$ cat src/rtl/mmio_uart_tx.sv
// Memory-mapped 8N1 UART transmitter: stores to TX_ADDR enter a byte FIFO that
// drains onto txd, and a combinational status word is offered to the load path.
module mmio_uart_tx #(
    parameter int          CLKS_PER_BIT = 868,
    parameter int          FIFO_DEPTH   = 16,
    parameter logic [31:0] TX_ADDR      = 32'h0000_F000,
    parameter logic [31:0] STAT_ADDR    = 32'h0000_F004
) (
    input  logic        clk,
    input  logic        rst,
    input  logic        we,
    input  logic [31:0] addr,
    input  logic [31:0] wdata,
    output logic        hit,
    output logic [31:0] rdata,
    output logic        txd
);

    localparam int AW = $clog2(FIFO_DEPTH);
    localparam int CW = AW + 1;
    localparam int BW = $clog2(CLKS_PER_BIT);
    localparam logic [BW-1:0] BAUD_LAST = BW'(CLKS_PER_BIT - 1);
    localparam logic [CW-1:0] DEPTH_C   = CW'(FIFO_DEPTH);

    typedef enum logic [1:0] {IDLE, START, DATA, STOP} state_t;

    state_t          state;
    logic [BW-1:0]   baud_cnt;
    logic [2:0]      bit_idx;
    logic [7:0]      shift_reg;

    logic [7:0]      mem [FIFO_DEPTH];
    logic [AW-1:0]   wr_ptr;
    logic [AW-1:0]   rd_ptr;
    logic [CW-1:0]   count;
    logic            overflow;

    logic            tx_sel;
    logic            stat_sel;
    logic            full;
    logic            empty;
    logic            push_req;
    logic            push;
    logic            pop;
    logic            baud_last;
    logic            tx_busy;
    logic [7:0]      count8;
    logic            unused_wdata;

    assign tx_sel    = (addr == TX_ADDR);
    assign stat_sel  = (addr == STAT_ADDR);
    assign full      = (count == DEPTH_C);
    assign empty     = (count == '0);
    assign push_req  = we && tx_sel;
    assign push      = push_req && !full;
    assign baud_last = (baud_cnt == BAUD_LAST);
    assign tx_busy   = (state != IDLE);

    // The FSM takes the head byte either from IDLE or at the last STOP cycle,
    // which is what makes consecutive frames run without an idle gap.
    assign pop = !empty && ((state == IDLE) || (state == STOP && baud_last));

    assign hit          = tx_sel || stat_sel;
    assign count8       = 8'(count);
    assign rdata        = {16'h0000, count8, 4'h0, overflow, tx_busy, empty, full};
    assign unused_wdata = ^wdata[31:8];

    always_ff @(posedge clk) begin
        if (push) begin
            mem[wr_ptr] <= wdata[7:0];
        end
    end

    // Full is judged before the edge, so a push meeting a pop on a full FIFO is still dropped.
    always_ff @(posedge clk or negedge rst) begin
        if (!rst) begin
            wr_ptr   <= '0;
            rd_ptr   <= '0;
            count    <= '0;
            overflow <= 1'b0;
        end else begin
            if (push) begin
                wr_ptr <= wr_ptr + 1'b1;
            end
            if (pop) begin
                rd_ptr <= rd_ptr + 1'b1;
            end
            case ({push, pop})
                2'b10:   count <= count + 1'b1;
                2'b01:   count <= count - 1'b1;
                default: count <= count;
            endcase
            if (push_req && full) begin
                overflow <= 1'b1;
            end else if (we && stat_sel) begin
                overflow <= 1'b0;
            end
        end
    end

    always_ff @(posedge clk or negedge rst) begin
        if (!rst) begin
            state     <= IDLE;
            txd       <= 1'b1;
            baud_cnt  <= '0;
            bit_idx   <= '0;
            shift_reg <= '0;
        end else begin
            case (state)
                IDLE: begin
                    txd      <= 1'b1;
                    baud_cnt <= '0;
                    if (pop) begin
                        shift_reg <= mem[rd_ptr];
                        txd       <= 1'b0;
                        state     <= START;
                    end
                end
                START: begin
                    if (baud_last) begin
                        baud_cnt <= '0;
                        bit_idx  <= '0;
                        txd      <= shift_reg[0];
                        state    <= DATA;
                    end else begin
                        baud_cnt <= baud_cnt + 1'b1;
                    end
                end
                DATA: begin
                    if (baud_last) begin
                        baud_cnt <= '0;
                        if (bit_idx == 3'd7) begin
                            txd   <= 1'b1;
                            state <= STOP;
                        end else begin
                            bit_idx   <= bit_idx + 1'b1;
                            shift_reg <= {1'b0, shift_reg[7:1]};
                            txd       <= shift_reg[1];
                        end
                    end else begin
                        baud_cnt <= baud_cnt + 1'b1;
                    end
                end
                STOP: begin
                    if (baud_last) begin
                        baud_cnt <= '0;
                        if (pop) begin
                            shift_reg <= mem[rd_ptr];
                            txd       <= 1'b0;
                            state     <= START;
                        end else begin
                            state <= IDLE;
                        end
                    end else begin
                        baud_cnt <= baud_cnt + 1'b1;
                    end
                end
                default: begin
                    txd   <= 1'b1;
                    state <= IDLE;
                end
            endcase
        end
    end

endmodule

$ cat config.mk
export PLATFORM = sky130hd
export DESIGN_NAME = mmio_uart_tx
export DESIGN_NICKNAME = d
export VERILOG_FILES = /design/src/rtl/mmio_uart_tx.sv
export SDC_FILE = /design/constraint.sdc
export NUM_CORES = 1
export LEC_CHECK = 0
export CAP_MARGIN = 20
export CORE_MARGIN = 2
export CORE_UTILIZATION = 45
export CTS_CLUSTER_SIZE = 12
export DETAILED_ROUTE_END_ITERATION = 16
export GPL_ROUTABILITY_DRIVEN = 0
export PLACE_DENSITY = 0.67
export SYNTH_ARGS = -nofsm -noshare
export SYNTH_HDL_FRONTEND = slang
export SYNTH_SLANG_ARGS = --single-unit
$ cat constraint.sdc
create_clock -name clk -period 6.1 [get_ports clk]
set_input_delay 0.61 -clock clk [delete_from_list [all_inputs] [get_ports clk]]
set_output_delay 0.61 -clock clk [all_outputs]
set_load 0.01 [all_outputs]
Yosys cells after proc, flatten, opt, wreduce, memory -nomap -nowiden --
Memories as Yosys holds them, arrays and structs flattened. Cells that the tools add are included.
Word-level totals: register bits 38, RAM bits 128, bits of input ports 67, output and inout port bits 34, word-level logic and storage cells 85, memories 1
Memory list:
- mem | depth 16, bits a word 8, read ports 1, clocked after Yosys merged registers in 0, wr ports 1, line 32 | logic [7:0] mem [FIFO_DEPTH];
Cells by class: add/subtract/negate cells 6, equality and inequality tests 17, multiplexer cells 30, reductions and logical operators 22
Operators with widths (count):
- 32-bit by 16-bit == test with 1-bit output (second input constant) | 2
- 8-bit two-way mux | 4
- 8-bit case mux with 3 select lines | 1
- 10-bit case mux with 2 select lines | 1
- 2-bit != test (second input constant) | 7
- 4-bit AND reduction | 3
- 1-bit two-way mux | 11
- 10-bit by 1-bit adder with 10-bit output (second input constant) | 1
- 10-bit == test (second input constant) | 1
- 10-bit two-way mux | 1
- 2-bit two-way mux | 5
- 5-bit case mux with 2 select lines | 1
- 3-bit two-way mux | 3
- 4-bit by 1-bit adder with 4-bit output (second input constant) | 2
- 2-bit case mux with 4 select lines | 1
- 2-bit nonzero test | 4
- 2-bit == test (second input constant) | 3
- 1-bit logical AND | 6
- 3-bit case mux with 2 select lines | 1
- 5-bit by 1-bit adder with 5-bit output (second input constant) | 1
- 5-bit == test (second input constant) | 1
- 5-bit zero test | 1
- 5-bit AND reduction | 1
- 5-bit by 1-bit subtractor with 5-bit output (second input constant) | 1
- other kinds (9) | 12

Logic depth before layout (Yosys ltp) --
Gate-level depths: netlist of run 1.
word-level depth 7, gate-level depth with buffers 13, mapped depth without buffers 12

Worst setup path before layout of run 1 --
No wires, ideal clock.
path type input-to-reg, start input port addr[8], end register count[4], setup time 123 ps, arrival time 3222 ps, data required time 5977 ps, setup slack 2755 ps, stages on the path 12, path buffers 2, cell sequence or4_4 > nor4_4 > nand4_4 > buf_6 > ha_1 > clkbuf_1 > xor2_1 > ha_1 > a211o_1 > nand3_1 > a21oi_1 > xnor2_1
Between the ends: word-level cells in the longest chain between the ends 5, elaborated cells on any way between the ends 7, those cells by class 3 x eq/ne; 1 x mux; 3 x reduce/logical
Ends and longest elaborated chain:
- start, declared | line 12 | input logic [31:0] addr,
- 32-bit by 16-bit == test with 1-bit output * | line 50 | assign tx_sel = (addr == TX_ADDR);
- 1-bit logical AND * | line 54 | assign push_req = we && tx_sel;
- 1-bit logical AND * | line 55 | assign push = push_req && !full;
- 2-bit by 1-bit == test with 1-bit output / 2-bit == test (equally long branches) | line 88 | case ({push, pop})
- 5-bit case mux with 2 select lines / 2-bit nonzero test (equally long branches)
- end signal, assigned | line 89 | 2'b10: count <= count + 1'b1;
- end signal, assigned | line 90 | 2'b01: count <= count - 1'b1;
- end signal, assigned | line 91 | default: count <= count;
- end, declared | line 35 | logic [CW-1:0] count;
Every way passes the cells marked *; elsewhere a longest branch is shown, timed or not. A chain may end at the register's enable or synchronous reset.

Final worst setup path of run 1 --
Ends and elaborated chain as after synthesis.

==> results of run 1 <==
power groups by stage:
stage,Clock [mW],Combinational (mW),Sequential (mW)
CTS,1.02,0.0530,1.22
detailed placement,0,0.0529,1.24
floorplan,0,0.0190,1.24
global route,1.07,0.0578,1.22
finish,0.994,0.0524,1.22
global placement,0,0.0507,1.24
area by class of cell:
cell class / count / area (um^2) / area share [%]
Sequential cell: 166 / 4800 / 54.0
Timing Repair Buffer: 69 / 646 / 7.27
Multi-Input combinational cell: 284 / 2550 / 28.7
Inverter: 17 / 63.8 / 0.718
Clock buffer: 17 / 425 / 4.79
Tap cell: 220 / 275 / 3.10
Clock inverter: 15 / 129 / 1.45
cell families after synthesis:
logic type / Yosys count / share of synthesized area [%]
compound gates: 63 / 6.31
xor+xnor: 20 / 2.30
fa+ha+maj: 17 / 2.79
buf+inv: 66 / 4.81
flops: 166 / 62.9
mux: 49 / 10.9
other cells: 1 / 0.0492
simple gates: 112 / 9.90
critical path, stage by stage:
cell and delay [ns]:
clkdlybuf4s50_1 0.39, or4_4 0.55, nor4_4 0.44, nand4_4 0.41, ha_1 0.45, xor2_1 0.19
ha_1 0.22, a211o_1 0.29, nand3_1 0.08, a21oi_1 0.09, xnor2_1 0.13
metal layers:
layer | track usage [%] | up-vias | wire (um) | part of all wire, %
li1 | - | 2008 | - | -
met3 | 3.85 | 19 | 766 | 4.9
met2 | 31.3 | 140 | 7800 | 50
met5 | 0 | - | 0 | 0
met1 | 24.6 | 2282 | 6720 | 43
met4 | 5.32 | 0 | 210 | 1.4
cell usage after synthesis (9+ instances only):
library cell	number	area share (%)
mux4_2	25	7.4
clkbuf_1	11	0.54
inv_1	17	0.84
dfrtp_1	37	12
nor2_1	23	1.1
ha_1	17	2.8
buf_4	27	2.7
nor4_1	10	0.82
nand3_1	9	0.59
nand2_1	13	0.64
xor2_1	12	1.4
mux2_2	22	3.3
edfxtp_1	128	50
nor4_2	9	1.5
worst paths after layout:
check | startpoint | to | slack [ns] | depth (start not counted)
min in group clk | baud_cnt[0] | baud_cnt[0] | 0.48 | 1
max in group asynchronous | rst | rd_ptr[0] | 5.18 | 1
worst max register to register | state[0] | count[4] | 2.99 | 11
worst max-delay path | addr[8] | count[4] | 2.55 | 11
worst min register to register | baud_cnt[0] | baud_cnt[0] | 0.48 | 1
worst min-delay path | rst | overflow | 0.31 | 1
metrics by stage:
stage	utilization [%]	hold WS, ns	cell area, um^2
after floorplan	-	0.314	7700
after global placement	50.2	0.461	8320
after detailed placement	50.2	0.483	8330
after CTS	53.6	0.326	8880
after global routing	53.6	0.376	8880
final	53.6	0.305	8880
==> results.json, run 1 <==
{
  "outcome": "finished clean",
  "grt-ovfl-total": 0,
  "hold_viol": 0,
  "largest_register_ff_count": 128,
  "final_cell_mix": "128 x edfxtp_1, 52 x clkdlybuf4s50_1, 36 x dfrtp_1",
  "grt_max_degree": 39,
  "antenna_found_initial": 0,
  "drt_wl_total_um": 15500,
  "cts_buffers": 17,
  "irDropWorstVdd_mv": 0.207,
  "rsz0062_at_grt": "false",
  "setup_viol": 0,
  "start_util_pct": 45.9,
  "drive_gt1_share_pct": 20.8,
  "clk_latency_ns": 0.43,
  "endpoint_kind": "flop",
  "p_int_mw": 1.81,
  "initialDrtViolationCount": 335,
  "row_count": 47,
  "dp_hpwl_um": 10500,
  "drc": 0,
  "cts_tree": "yes",
  "nNetsFinal": 639,
  "num_vias": 4449,
  "max_slew_margin_pct": 32.5,
  "cts_max_level": 4,
  "critPathKind": "primary input to flop",
  "async_reset_ff_share_pct": 22.9,
  "period_needed_ns": 3.55,
  "switching_share_pct": 20.3,
  "die_area_mm2": 0.0180,
  "area_growth_pct": 16.6,
  "drt.antenna.violating_nets": 0,
  "grt_use_total_pct": 18.6,
  "drv_slew": 0,
  "grt_pass1_wl_um": 25200,
  "clockBufferDepth": 2,
  "p_clk_share_pct": 43.9,
  "pwr-share-seq_pct": 53.8,
  "cp_max_fo": 20,
  "crit_required_ns": 6.41,
  "grt_pass1_vias": 4573,
  "fin_skew_ns": 0.00607,
  "final.fill_count": 1345,
  "cts.sinks": 166,
  "coreArea_mm2": 0.0166,
  "diodes": 0,
  "synth-main-ff-cell": "edfxtp_1",
  "cp.arrival_ns": 3.86,
  "cts_setup_buffers": 0,
  "postCtsHoldBufs": 0,
  "powerDensity_mw_per_mm2": 255,
  "place_ws_ns": 2.12,
  "max_cap_violations": 0,
  "layout_setup_ws_ns": 2.55,
  "boundaryPins": 101,
  "clock.fmax_mhz": 282,
  "wl_per_cell_um": 19.7,
  "finalSetupTns_ns": 0,
  "power_switching_uw": 461,
  "die_x_um": 134,
  "finalCritPeriodShare_pct": 58.2,
  "ys_ff_latch": 166,
  "post_cts_resized": 0,
  "synthDistinctLibCells": 62,
  "start_kind": "primary input",
  "final_common_cell": "edfxtp_1",
  "syn_avg_cell_area_um2": 15.4,
  "path_clk_slew_ns": 0.06,
  "synth_cells": 494,
  "dp_cells": 756,
  "synth_edf_count": 128,
  "worstMarginPinSlew_ns": 1.01,
  "root_buffer": "clkbuf_16",
  "vias_per_cell": 5.65,
  "seq_area_frac_synth_pct": 62.9,
  "finalNonFillerCells": 788,
  "dr.pass1.iters": 5,
  "p_leak_nw": 3.06,
  "hp-class": "primary input to async pin",
  "port_buffers": 53,
  "die_y_um": 134,
  "syn-cell-area_mm2": 0.00762,
  "ys_warn_count": 0,
  "power_frac_comb_pct": 2.3,
  "power_mw": 2.27
}
Power figures use the tool's default switching activity.
==> run 2: changes to the inputs <==
PLACE_DENSITY = 0.7   (was 0.67)
clock period = 2.96 ns   (was 6.1 ns; I/O delays follow)
==> run 2 against run 1 <==
  * The flow now finishes with violations (hold timing)
  * Via count grew 1.2%
  * Sequential share of layout area is 1.2 points lower
  * Worst hold slack got worse by 0.31 ns
  * Core utilization increased by 1.2 points
  * Sequential cell count unchanged
  * First-iteration DRC count is 34% higher
  * Wire length is 2.6% higher
  * Clock power up 130%
  * Critical endpoint is now hit
==> results.json, run 2 (same netlist as run 1, synthesis figures left out) <==
{
  "worstMarginPinSlew_ns": 0.905,
  "max_slew_margin_pct": 39.7,
  "violations": "hold timing",
  "start_util_pct": 45.9,
  "grt_use_total_pct": 18.9,
  "coreArea_mm2": 0.0166,
  "clk_latency_ns": 0.43,
  "r2r_start": "state[0]",
  "endpoint_kind": "primary output",
  "drive_gt1_share_pct": 23.9,
  "largest_register_ff_count": 128,
  "final.fill_count": 1304,
  "period_needed_ns": 2.77,
  "rr_worst_depth": 11,
  "ff2ff_setup_slack_ns": 0.36,
  "layout_setup_ws_ns": 0.193,
  "final_cell_mix": "128 x edfxtp_1, 52 x clkdlybuf4s50_1, 36 x dfrtp_1",
  "grt_pass1_vias": 4606,
  "cts.sinks": 166,
  "power_frac_comb_pct": 2.2,
  "crit_required_ns": 2.66,
  "hold_viol": 3,
  "initialDrtViolationCount": 448,
  "grt-ovfl-total": 0,
  "setup_viol": 0,
  "postLayoutCellArea_mm2": 0.00908,
  "hold_ws_ns": -0.00517,
  "drt.antenna.violating_nets": 0,
  "hp-class": "primary input to async pin",
  "rsz0062_at_grt": "false",
  "wl_per_cell_um": 19.8,
  "finalCritPeriodShare_pct": 93.5,
  "powerDensity_mw_per_mm2": 535,
  "drt_wl_total_um": 15900,
  "critPathKind": "primary input to primary output",
  "dpl_cell_area_mm2": 0.00846,
  "rr_endpoint": "count[4]",
  "post_cts_resized": 0,
  "clock.fmax_mhz": 361,
  "dr.pass1.iters": 5,
  "met1_usage_pct": 24.7,
  "row_count": 47,
  "switching_share_pct": 23.3,
  "boundaryPins": 101,
  "start_kind": "primary input",
  "antenna_found_initial": 0,
  "nNetsFinal": 656,
  "path_clk_slew_ns": 0.07,
  "cts_tree": "yes",
  "p_leak_nw": 3.18,
  "vias_per_cell": 5.60,
  "fin_skew_ns": 0.0122,
  "outcome": "complete, but fails checks",
  "die_x_um": 134,
  "cp.arrival_ns": 2.47,
  "crit_start": "addr[5]",
  "p_clk_share_pct": 46.1,
  "postCtsHoldBufs": 0,
  "power_switching_mw": 1.13,
  "dp_hpwl_um": 10800,
  "root_buffer": "clkbuf_16",
  "cts_setup_buffers": 0,
  "max_cap_violations": 0,
  "grt_max_degree": 39,
  "drc": 0,
  "port_buffers": 53,
  "pwr-share-seq_pct": 51.7,
  "use_met3_pct": 4.35,
  "irDropWorstVdd_mv": 0.368,
  "cts_buffers": 17,
  "p_int_mw": 3.72,
  "die_area_mm2": 0.0180,
  "cp_max_fo": 4,
  "clockBufferDepth": 2,
  "die_y_um": 134,
  "place_ws_ns": -0.0457,
  "top_usage_layer": "met2",
  "final_common_cell": "edfxtp_1",
  "cts_max_level": 4,
  "area_growth_pct": 19.2,
  "power_mw": 4.86,
  "grtUsageMet2_pct": 31.9,
  "endpoint": "hit",
  "num_vias": 4504,
  "grt_pass1_wl_um": 25500,
  "diodes": 0,
  "drv_slew": 0
}
## run 2: worst max-delay path, stage by stage
cell and delay, ns:
clkdlybuf4s50_1 0.40, or4_4 0.54, nor4_4 0.37, buf_4 0.19, and2_2 0.14, clkdlybuf4s50_1 0.54
## run 2: layout make-up
type	count	area, um^2	share of cell area [%]
Tap cell	220	275	3.03
Timing Repair Buffer	86	773	8.51
Inverter	17	63.8	0.703
Clock inverter	15	198	2.18
Multi-Input combinational cell	284	2550	28.1
Sequential cell	166	4800	52.8
Clock buffer	17	425	4.68
## run 2: worst min-delay path by stage
stage | from | end | slack, ns
6_report | rst | baud_cnt[7] | -0.005
5_1_grt | rst | baud_cnt[1] | 0.06
4_1_cts | rst | shift_reg[2] | 0.02
3_5_place_dp | rst | baud_cnt[7] | 0.47
3_3_place_gp | rst | baud_cnt[7] | 0.45
2_1_floorplan | rst | baud_cnt[0] | 0.0004
## run 2: metal layers
metal	wire length, um	vias to the layer above
li1	-	2037
met1	6680	2304
met2	8120	143
met3	900	20
met4	207	0
met5	0	-
## run 2: power by group through the flow
stage / logic [mW] / clock network, mW / registers, mW
after global routing: 0.121 / 2.36 / 2.51
after detailed placement: 0.110 / 0 / 2.56
after CTS: 0.110 / 2.27 / 2.51
after global placement: 0.105 / 0 / 2.56
after floorplan: 0.0394 / 0 / 2.56
final: 0.109 / 2.24 / 2.51
## run 2: per-stage QoR
| stage | instances | utilization [%] | TNS [ns] | hold WS (ns) |
|---|---|---|---|---|
| floorplan | 516 | - | 0 | 0.000409 |
| global placement | 773 | 51.0 | -0.00711 | 0.451 |
| detailed placement | 773 | 51.0 | -0.0639 | 0.474 |
| CTS | 805 | 54.8 | 0 | 0.0207 |
| global route | 805 | 54.8 | 0 | 0.0611 |
| finish | 805 | 54.8 | 0 | -0.00517 |
